## src/rtl/mcu51_uart_pkg.sv

```systemverilog
// Shared constants and receiver FSM state encoding for the 8051 mode-1 serial link.
package mcu51_uart_pkg;

    localparam int unsigned UART_DATA_W     = 8;
    localparam int unsigned UART_FRAME_BITS = 10;
    localparam int unsigned UART_STATE_W    = 3;

    typedef enum logic [UART_STATE_W-1:0] {
        ST_IDLE  = 3'd0,
        ST_START = 3'd1,
        ST_DATA  = 3'd2,
        ST_STOP  = 3'd3,
        ST_BREAK = 3'd4
    } rx_state_e;

endpackage

```

## src/rtl/mcu51_rx_fifo.sv

```systemverilog
// Show-ahead receive FIFO; the head byte is held in a register so the read port is flop-driven.
module mcu51_rx_fifo #(
    parameter int unsigned DEPTH = 4,
    parameter int unsigned WIDTH = 8
) (
    input  logic             i_clk,
    input  logic             i_reset,
    input  logic             i_push,
    input  logic [WIDTH-1:0] i_wdata,
    input  logic             i_pop,
    output logic [WIDTH-1:0] o_rdata,
    output logic             o_full,
    output logic             o_empty
);

    localparam int unsigned PTR_W = $clog2(DEPTH);
    localparam int unsigned CNT_W = $clog2(DEPTH + 1);

    logic [WIDTH-1:0] r_mem [DEPTH];
    logic [PTR_W-1:0] r_wr_ptr;
    logic [PTR_W-1:0] r_rd_ptr;
    logic [CNT_W-1:0] r_count;
    logic             r_full;
    logic             r_empty;
    logic [WIDTH-1:0] r_head;

    logic             w_pop;
    logic             w_push;
    logic [PTR_W-1:0] w_rd_next;
    logic [CNT_W-1:0] w_count_next;
    logic [WIDTH-1:0] w_head_next;

    assign w_pop        = i_pop & ~r_empty;
    assign w_push       = i_push & (~r_full | w_pop);
    assign w_rd_next    = w_pop ? r_rd_ptr + PTR_W'(1) : r_rd_ptr;
    assign w_count_next = r_count + CNT_W'(w_push) - CNT_W'(w_pop);
    // A write landing on the next head slot bypasses the memory read.
    assign w_head_next  = (w_push && (r_wr_ptr == w_rd_next)) ? i_wdata : r_mem[w_rd_next];

    always_ff @(posedge i_clk) begin
        if (w_push) begin
            r_mem[r_wr_ptr] <= i_wdata;
        end
    end

    always_ff @(posedge i_clk) begin
        if (i_reset) begin
            r_wr_ptr <= '0;
            r_rd_ptr <= '0;
            r_count  <= '0;
            r_full   <= 1'b0;
            r_empty  <= 1'b1;
            r_head   <= '0;
        end else begin
            if (w_push) begin
                r_wr_ptr <= r_wr_ptr + PTR_W'(1);
            end
            r_rd_ptr <= w_rd_next;
            r_count  <= w_count_next;
            r_full   <= (w_count_next == CNT_W'(DEPTH));
            r_empty  <= (w_count_next == '0);
            r_head   <= w_head_next;
        end
    end

    assign o_rdata = r_head;
    assign o_full  = r_full;
    assign o_empty = r_empty;

endmodule

```

## src/rtl/mcu51_serial_rx.sv

```systemverilog
// Mode-1 serial receiver: synchroniser, mid-bit sampling FSM and byte FIFO with valid/ready output.
module mcu51_serial_rx
    import mcu51_uart_pkg::*;
#(
    parameter int unsigned CLKS_PER_BIT = 16,
    parameter int unsigned FIFO_DEPTH   = 4
) (
    input  logic                   CLK,
    input  logic                   reset,
    input  logic                   rxd,
    input  logic                   clr_overrun,
    input  logic                   rx_ready,
    output logic [UART_DATA_W-1:0] rx_data,
    output logic                   rx_valid,
    output logic                   frame_err,
    output logic                   overrun,
    output logic                   busy
);

    localparam int unsigned     CNT_W    = $clog2(CLKS_PER_BIT);
    localparam logic [CNT_W-1:0] CNT_FULL = CNT_W'(CLKS_PER_BIT - 1);
    localparam logic [CNT_W-1:0] CNT_HALF = CNT_W'(CLKS_PER_BIT / 2 - 1);
    localparam logic [2:0]       LAST_BIT = 3'(UART_FRAME_BITS - 3);

    rx_state_e              r_state;
    logic                   r_sync1;
    logic                   r_rxs;
    logic [CNT_W-1:0]       r_cnt;
    logic [2:0]             r_bit_idx;
    logic [UART_DATA_W-1:0] r_shift;
    logic                   r_frame_err;
    logic                   r_overrun;
    logic                   r_busy;

    rx_state_e              w_state_next;
    logic [CNT_W-1:0]       w_cnt_next;
    logic [2:0]             w_bit_next;
    logic [UART_DATA_W-1:0] w_shift_next;
    logic                   w_tick;
    logic                   w_push;
    logic                   w_ferr_next;
    logic                   w_pop;
    logic                   w_drop;
    logic                   w_full;
    logic                   w_empty;

    assign w_tick = (r_cnt == '0);

    // Next-state, counter and datapath decode.
    always_comb begin
        w_state_next = r_state;
        w_cnt_next   = w_tick ? CNT_FULL : r_cnt - CNT_W'(1);
        w_bit_next   = r_bit_idx;
        w_shift_next = r_shift;
        w_push       = 1'b0;
        w_ferr_next  = 1'b0;
        unique case (r_state)
            ST_IDLE: begin
                if (!r_rxs) begin
                    w_state_next = ST_START;
                    w_cnt_next   = CNT_HALF;
                end
            end
            ST_START: begin
                if (w_tick) begin
                    if (r_rxs) begin
                        w_state_next = ST_IDLE;
                    end else begin
                        w_state_next = ST_DATA;
                        w_bit_next   = 3'd0;
                    end
                end
            end
            ST_DATA: begin
                if (w_tick) begin
                    w_shift_next = {r_rxs, r_shift[UART_DATA_W-1:1]};
                    if (r_bit_idx == LAST_BIT) begin
                        w_state_next = ST_STOP;
                    end else begin
                        w_bit_next = r_bit_idx + 3'd1;
                    end
                end
            end
            ST_STOP: begin
                if (w_tick) begin
                    if (r_rxs) begin
                        w_push       = 1'b1;
                        w_state_next = ST_IDLE;
                    end else begin
                        w_ferr_next  = 1'b1;
                        w_state_next = ST_BREAK;
                    end
                end
            end
            ST_BREAK: begin
                // Wait for the line to return high so a held-low line cannot retrigger.
                if (r_rxs) begin
                    w_state_next = ST_IDLE;
                end
            end
            default: begin
                w_state_next = ST_IDLE;
            end
        endcase
    end

    assign w_pop  = rx_valid & rx_ready;
    assign w_drop = w_push & w_full & ~w_pop;

    always_ff @(posedge CLK) begin
        if (reset) begin
            r_sync1     <= 1'b1;
            r_rxs       <= 1'b1;
            r_state     <= ST_IDLE;
            r_cnt       <= '0;
            r_bit_idx   <= 3'd0;
            r_shift     <= '0;
            r_frame_err <= 1'b0;
            r_overrun   <= 1'b0;
            r_busy      <= 1'b0;
        end else begin
            r_sync1     <= rxd;
            r_rxs       <= r_sync1;
            r_state     <= w_state_next;
            r_cnt       <= w_cnt_next;
            r_bit_idx   <= w_bit_next;
            r_shift     <= w_shift_next;
            r_frame_err <= w_ferr_next;
            r_overrun   <= w_drop | (r_overrun & ~clr_overrun);
            r_busy      <= (w_state_next != ST_IDLE);
        end
    end

    mcu51_rx_fifo #(
        .DEPTH (FIFO_DEPTH),
        .WIDTH (UART_DATA_W)
    ) u_fifo (
        .i_clk   (CLK),
        .i_reset (reset),
        .i_push  (w_push),
        .i_wdata (r_shift),
        .i_pop   (w_pop),
        .o_rdata (rx_data),
        .o_full  (w_full),
        .o_empty (w_empty)
    );

    assign rx_valid  = ~w_empty;
    assign frame_err = r_frame_err;
    assign overrun   = r_overrun;
    assign busy      = r_busy;

endmodule

```

## config.mk

```make
export PLATFORM = sky130hd
export DESIGN_NAME = mcu51_serial_rx
export DESIGN_NICKNAME = d
export VERILOG_FILES = /design/src/rtl/mcu51_uart_pkg.sv /design/src/rtl/mcu51_rx_fifo.sv /design/src/rtl/mcu51_serial_rx.sv
export SDC_FILE = /design/constraint.sdc
export NUM_CORES = 1
export LEC_CHECK = 0
export CAP_MARGIN = 20
export CORE_MARGIN = 5
export CORE_UTILIZATION = 55
export CTS_CLUSTER_SIZE = 24
export DETAILED_ROUTE_END_ITERATION = 10
export GPL_TIMING_DRIVEN = 0
export PLACE_DENSITY = 0.82
export RECOVER_POWER = 50
export SETUP_SLACK_MARGIN = 0.1
export SLEW_MARGIN = 5
export SYNTH_ARGS = -nofsm -noshare
export SYNTH_HDL_FRONTEND = slang
export SYNTH_SLANG_ARGS = --single-unit
export TNS_END_PERCENT = 1
```

## constraint.sdc

```tcl
create_clock -name CLK -period 8.05 [get_ports CLK]
set_clock_uncertainty 0.15 [all_clocks]
set_input_delay 0.805 -clock CLK [delete_from_list [all_inputs] [get_ports CLK]]
set_output_delay 0.805 -clock CLK [all_outputs]
set_load 0.01 [all_outputs]
```

Yosys cells after proc, flatten, opt, wreduce, memory -nomap -nowiden
Memories as Yosys holds them, arrays and structs flattened. A register that Yosys moved wholly into a read port is not among the register bits.
Cells that the tools add are included.

storage, ports and cells
  output and inout port bits = 12
  logic and storage cells = 77
  memories kept = 1
  bits in latches = 0
  input port bits = 5
  flip-flop bits (word level) = 32
  bits in writable memories = 32
  ROM bits = 0

cells by class
  add/subtract/negate cells = 6
  mux-type cells = 24
  $lt $le $gt $ge = 0
  multiply operators = 0
  div/mod/pow operators = 0
  reductions and logical operators = 8
  equality and inequality tests = 10
  shifts and indexed selects = 0
  bitwise logic cells = 14

memory list
  name          depth  width  rd ports  clocked after memory_dff  wr ports  line                 source
  u_fifo.r_mem  4      8      1         1                         1         mcu51_rx_fifo.sv:19  logic [WIDTH-1:0] r_mem [DEPTH];

operators with widths
  operator                                             number
  2-to-1 mux 3 bit                                     11
  one-hot mux 3 bit (5 select lines)                   1
  2-to-1 mux 4 bit                                     3
  equality test 3 bit, second input constant           3
  inequality test 2 bit, second input constant         4
  AND 1 bit                                            6
  equality test 3 x 2 -> 1 bit, second input constant  2
  logical NOT 3 bit                                    2
  2-to-1 mux 1 bit                                     6
  inverter 1 bit                                       6
  one-hot mux 3 bit (2 select lines)                   1
  AND reduction 5 bit                                  1
  adder 2 x 1 -> 2 bit, second input constant          2
  logical NOT 4 bit                                    1
  2-to-1 mux 2 bit                                     2
  subtractor 4 x 1 -> 4 bit, second input constant     1
  adder 3 x 1 -> 3 bit                                 1
  adder 3 x 1 -> 3 bit, second input constant          1
  equality test 3 x 1 -> 1 bit, second input constant  1
  nonzero test 3 bit                                   1
  OR reduction 3 bit                                   1
  subtractor 3 x 1 -> 3 bit                            1
  OR 1 bit                                             2
  AND reduction 2 bit                                  1
  nonzero test 2 bit                                   1

Logic depth before layout (Yosys ltp)
  depth after elaboration = 8
  gate-level depth with buffers = 11
  depth with buffers taken out = 9

Hierarchy
Synthesis repeated with hierarchy kept, for this count alone.

unflattened totals
  cells, all modules = 245
  area, all modules = 3,246.9 µm²

by module, submodules not included
  module           cells an instance  instances  area each (µm²)  sequential area each (µm²)
  mcu51_rx_fifo    146                1          2,233.4          1,301.2
  mcu51_serial_rx  99                 1          1,013.5          460.4

Worst setup path after synthesis
No wires, ideal clock.

  kind = input -> register
  start = in rx_ready
  end = reg u_fifo.r_empty, in the netlist u_fifo.o_empty
  arrival = 2.498 ns
  path buffers = 2
  stages on the path = 7
  required time = 7.813 ns
  setup slack = 5.315 ns
  path through = nand2b_1 > buf_2 > a2111oi_4 > buf_2 > ha_1 > fa_1 > o31ai_1

between the ends
  cells in the longest elaborated chain, start to end = 7

ends and longest elaborated chain
  item                        line                    source
  start: declaration          mcu51_serial_rx.sv:12   input logic rx_ready,
  AND 1 bit                   mcu51_serial_rx.sv:107  assign w_pop = rx_valid & rx_ready;
  AND 1 bit                   mcu51_rx_fifo.sv:33     assign w_pop = i_pop & ~r_empty;
  OR 1 bit                    mcu51_rx_fifo.sv:34     assign w_push = i_push & (~r_full | w_pop);
  AND 1 bit                   mcu51_rx_fifo.sv:34
  net u_fifo.w_push           mcu51_rx_fifo.sv:28     logic w_push;
  adder 3 x 1 -> 3 bit        mcu51_rx_fifo.sv:36     assign w_count_next = r_count + CNT_W'(w_push) - CNT_W'(w_pop);
  subtractor 3 x 1 -> 3 bit   mcu51_rx_fifo.sv:36
  net u_fifo.w_count_next[1]  mcu51_rx_fifo.sv:30     logic [CNT_W-1:0] w_count_next;
  logical NOT 3 bit           mcu51_rx_fifo.sv:61     r_empty <= (w_count_next == '0);
  end signal: assignment      mcu51_rx_fifo.sv:61
  end: declaration            mcu51_rx_fifo.sv:24     logic r_empty;

The timed path passes the listed nets, and every way through them passes these cells.
A chain may end at the register's enable or synchronous reset.

Final worst setup path
Ends and elaborated chain as after synthesis.

==> results.tsv <==
metric	value	unit
Synth Flop Type	dfxtp_1	
fin. max-slew vios	0	
post-CTS setup repair buffer count	0	
first-pass iteration count of the detailed router	4	
Adder-Cell Fraction of Synth Area	4.03	%
min Tclk post-route	3.49	ns
top-level I/O count	17	
total core area	0.00585	mm²
crit start category	primary input	
Final Hold Vio Count	0	
hpwl dp	4270	µm
max incr delay on CP	0.72	ns
fraction of layout cells with a size suffix above 1	12.2	%
status	finished clean	
Worst Hold Class	reg2reg	
insertion delay to the later sink of the worst-skew pair	0.33	ns
Final #Nets	314	
routed wl met2	3120	µm
IO buf count	15	
Yosys top cell by area	edfxtp_1	
Die ar.	0.00762	mm²
Simple-Gate Fraction of Synth Area	12.4	%
most frequent cell after synthesis	dfxtp_1	
Synth Cell Area	0.00329	mm²
H-tree depth	3	
Gates resized, CTS repair	0	
total track usage	18.2	%
# fillers	446	
top cell type's share of synthesized area	29.2	%
fraction of registers with async set/reset	0	%
period utilisation layout	43.4	%
kind of critical path	in2reg	
fraction of synthesized area in multiplexers	14.2	%
initial core utilization	56.2	%
largest family of logic cells by synthesized area	multiplexers	
Synth Area in Compound Gates	10.0	%
Finish-stage setup viols	0	
Synth Area in XOR/XNOR	1.86	%
Rel. slew slack	47.6	%
Ys Warns	0	
pin count of the biggest net entering global routing	13	
WL/cell	16.4	µm
Arr. time, crit path	3.59	ns
Mapped Cells	273	
maximum operating frequency	286	MHz
Post-synth EDFFs	32	
antenna violations before repair	0	
first-pass GRT wire length	10400	µm
met3 WL post-DR	320	µm
Die Span X	87.3	µm
Die Span Y	87.3	µm
CTS Buffer Depth	2	
FP Rows	28	
maxcap violations	0	
post-route cell area	0.00370	mm²
fraction of the yosys area taken by sequential cells	53.6	%
worst-path maximum fanout	10	
Total Neg Setup Slack	0	ns
Yosys cell types	40	
Critical Path RT	8.15	ns
Root Buffer Master	clkbuf_8	
final wirelength	6220	µm
synthesis-stage register bit count	72	
CTS tree	yes	
pwr/cell area	235	mW/mm²
DR top layer	met4	
worst path bufs/invs	3	
Area Overhead vs Synth	12.6	%
peak supply drop	0.0994	mV
DRC	0	
Syn Nets	288	
Crit. End Element	flop	
Final Wtd Congestion	0.758	
worst slew pin tran	0.786	ns
gr ovfl total	0	
CP cell instances	clkdlybuf4s50_1 -> nand2b_1 -> clkbuf_1 -> a2111oi_4 -> buf_2 -> ha_1 -> fa_1 -> o31ai_1	
worst hold slack	0.268	ns
initial DRC count	105	
placed instance area	0.00353	mm²
Num Clock Sinks	72	
Synth area leaders	edfxtp_1, dfxtp_1, mux2i_1	
ANT cells	0	
critical path's top delay family	buffers and inverters	
Synth Area per Inst	12.0	µm²
CP max-delay cell	a2111oi_4	
Util after Layout	63.3	%
wl on met1	2690	µm
via count	2110	
DR vias/cell	5.57	
vias in the first global route	2129	
Worst-path clk slew	0.07	ns
cts bufs inserted	9	
leakage	1.45	nW
Commonest cells post-synth	dfxtp_1, edfxtp_1, mux2i_1, nand2_1, a21oi_1	
CTS Hold Bufs	0	
RSZ-0062 raised after global routing	no	
Routed Antenna Nets	0	
## power by group
| group | internal (mW) | total, mW | switching (mW) | leakage [nW] |
|---|---|---|---|---|
| Sequential | 0.401 | 0.414 | 0.0129 | 0.624 |
| Combinational | 0.0943 | 0.198 | 0.104 | 0.735 |
| Clock | 0.130 | 0.257 | 0.126 | 0.0929 |
| Total | 0.625 | 0.868 | 0.243 | 1.45 |
## cell type report
cell class                      count  area, µm²  share of cell area [%]
Sequential cell                    72       1760                    47.6
Multi-Input combinational cell    173       1400                    37.7
Clock buffer                       13        160                    4.33
Timing Repair Buffer               15        150                    4.06
Tap cell                           75       93.8                    2.54
Buffer                             15       73.8                    1.99
Inverter                           13       48.8                    1.32
Clock inverter                      3       16.3                   0.439
## path summary, 6_finish.rpt
kind	startpoint	end	slack, ns	cells past startpoint
max reg2reg	r_cnt[0]$_SDFF_PP0_	u_fifo.o_empty$_SDFF_PP1_	4.86	8
min	r_sync1$_SDFF_PP1_	r_rxs$_SDFF_PP1_	0.27	1
max	rx_ready	u_fifo.o_empty$_SDFF_PP1_	4.56	8
min reg2reg	r_sync1$_SDFF_PP1_	r_rxs$_SDFF_PP1_	0.27	1
## sequential cells by signal, indices dropped and copies added (netlist names)
register	count
overrun	1
u_fifo.o_rdata	8
r_state	3
u_fifo.r_count	3
r_cnt	4
u_fifo.o_empty	1
frame_err	1
r_sync1	1
u_fifo.r_mem	32
u_fifo.r_rd_ptr	2
r_rxs	1
r_bit_idx	3
r_shift	8
busy	1
u_fifo.r_wr_ptr	2
u_fifo.o_full	1
## cells by family after synthesis
| kind of cell | after synthesis |
|---|---|
| XOR/XNOR | 7 |
| adder cells (fa/ha/maj) | 10 |
| flip-flops | 72 |
| AND/OR/NAND/NOR | 79 |
| AO/OA/AOI/OAI | 39 |
| multiplexers | 38 |
| buffers and inverters | 28 |
## placed cells by master (no fill, tap or decap), types with 4 or more instances in the layout
| cell type | synthesis | layout |
|---|---|---|
| o31ai_1 | 4 | 4 |
| nor3_1 | 4 | 4 |
| xnor2_1 | 5 | 5 |
| and2_1 | 4 | 4 |
| nor2b_1 | 10 | 10 |
| nor2_1 | 11 | 11 |
| edfxtp_1 | 32 | 32 |
| inv_1 | 12 | 12 |
| nand3_1 | 11 | 11 |
| clkdlybuf4s50_1 | 0 | 4 |
| nand2_1 | 21 | 21 |
| clkbuf_8 | 0 | 9 |
| a21oi_1 | 18 | 18 |
| dfxtp_1 | 40 | 40 |
| clkbuf_1 | 8 | 13 |
| mux4_2 | 7 | 7 |
| ha_1 | 9 | 9 |
| dlygate4sd3_1 | 0 | 11 |
| mux2i_1 | 31 | 31 |
| a221oi_2 | 8 | 8 |
## stage by stage
stage	instances	power (mW)	worst slack (ns)
after floorplan	273	0.571	5.31
after global placement	363	0.619	4.43
after detailed placement	363	0.624	4.35
after CTS	379	0.878	4.71
after global routing	379	0.911	4.36
final	379	0.868	4.56
## metal layers
layer  vias to the layer above  track usage (%)
li1                       1044                -
met3                         8             4.54
met2                        43             29.4
met4                         0             9.76
met1                      1015             22.4
met5                         -                0
Power figures use the tool's default switching activity.
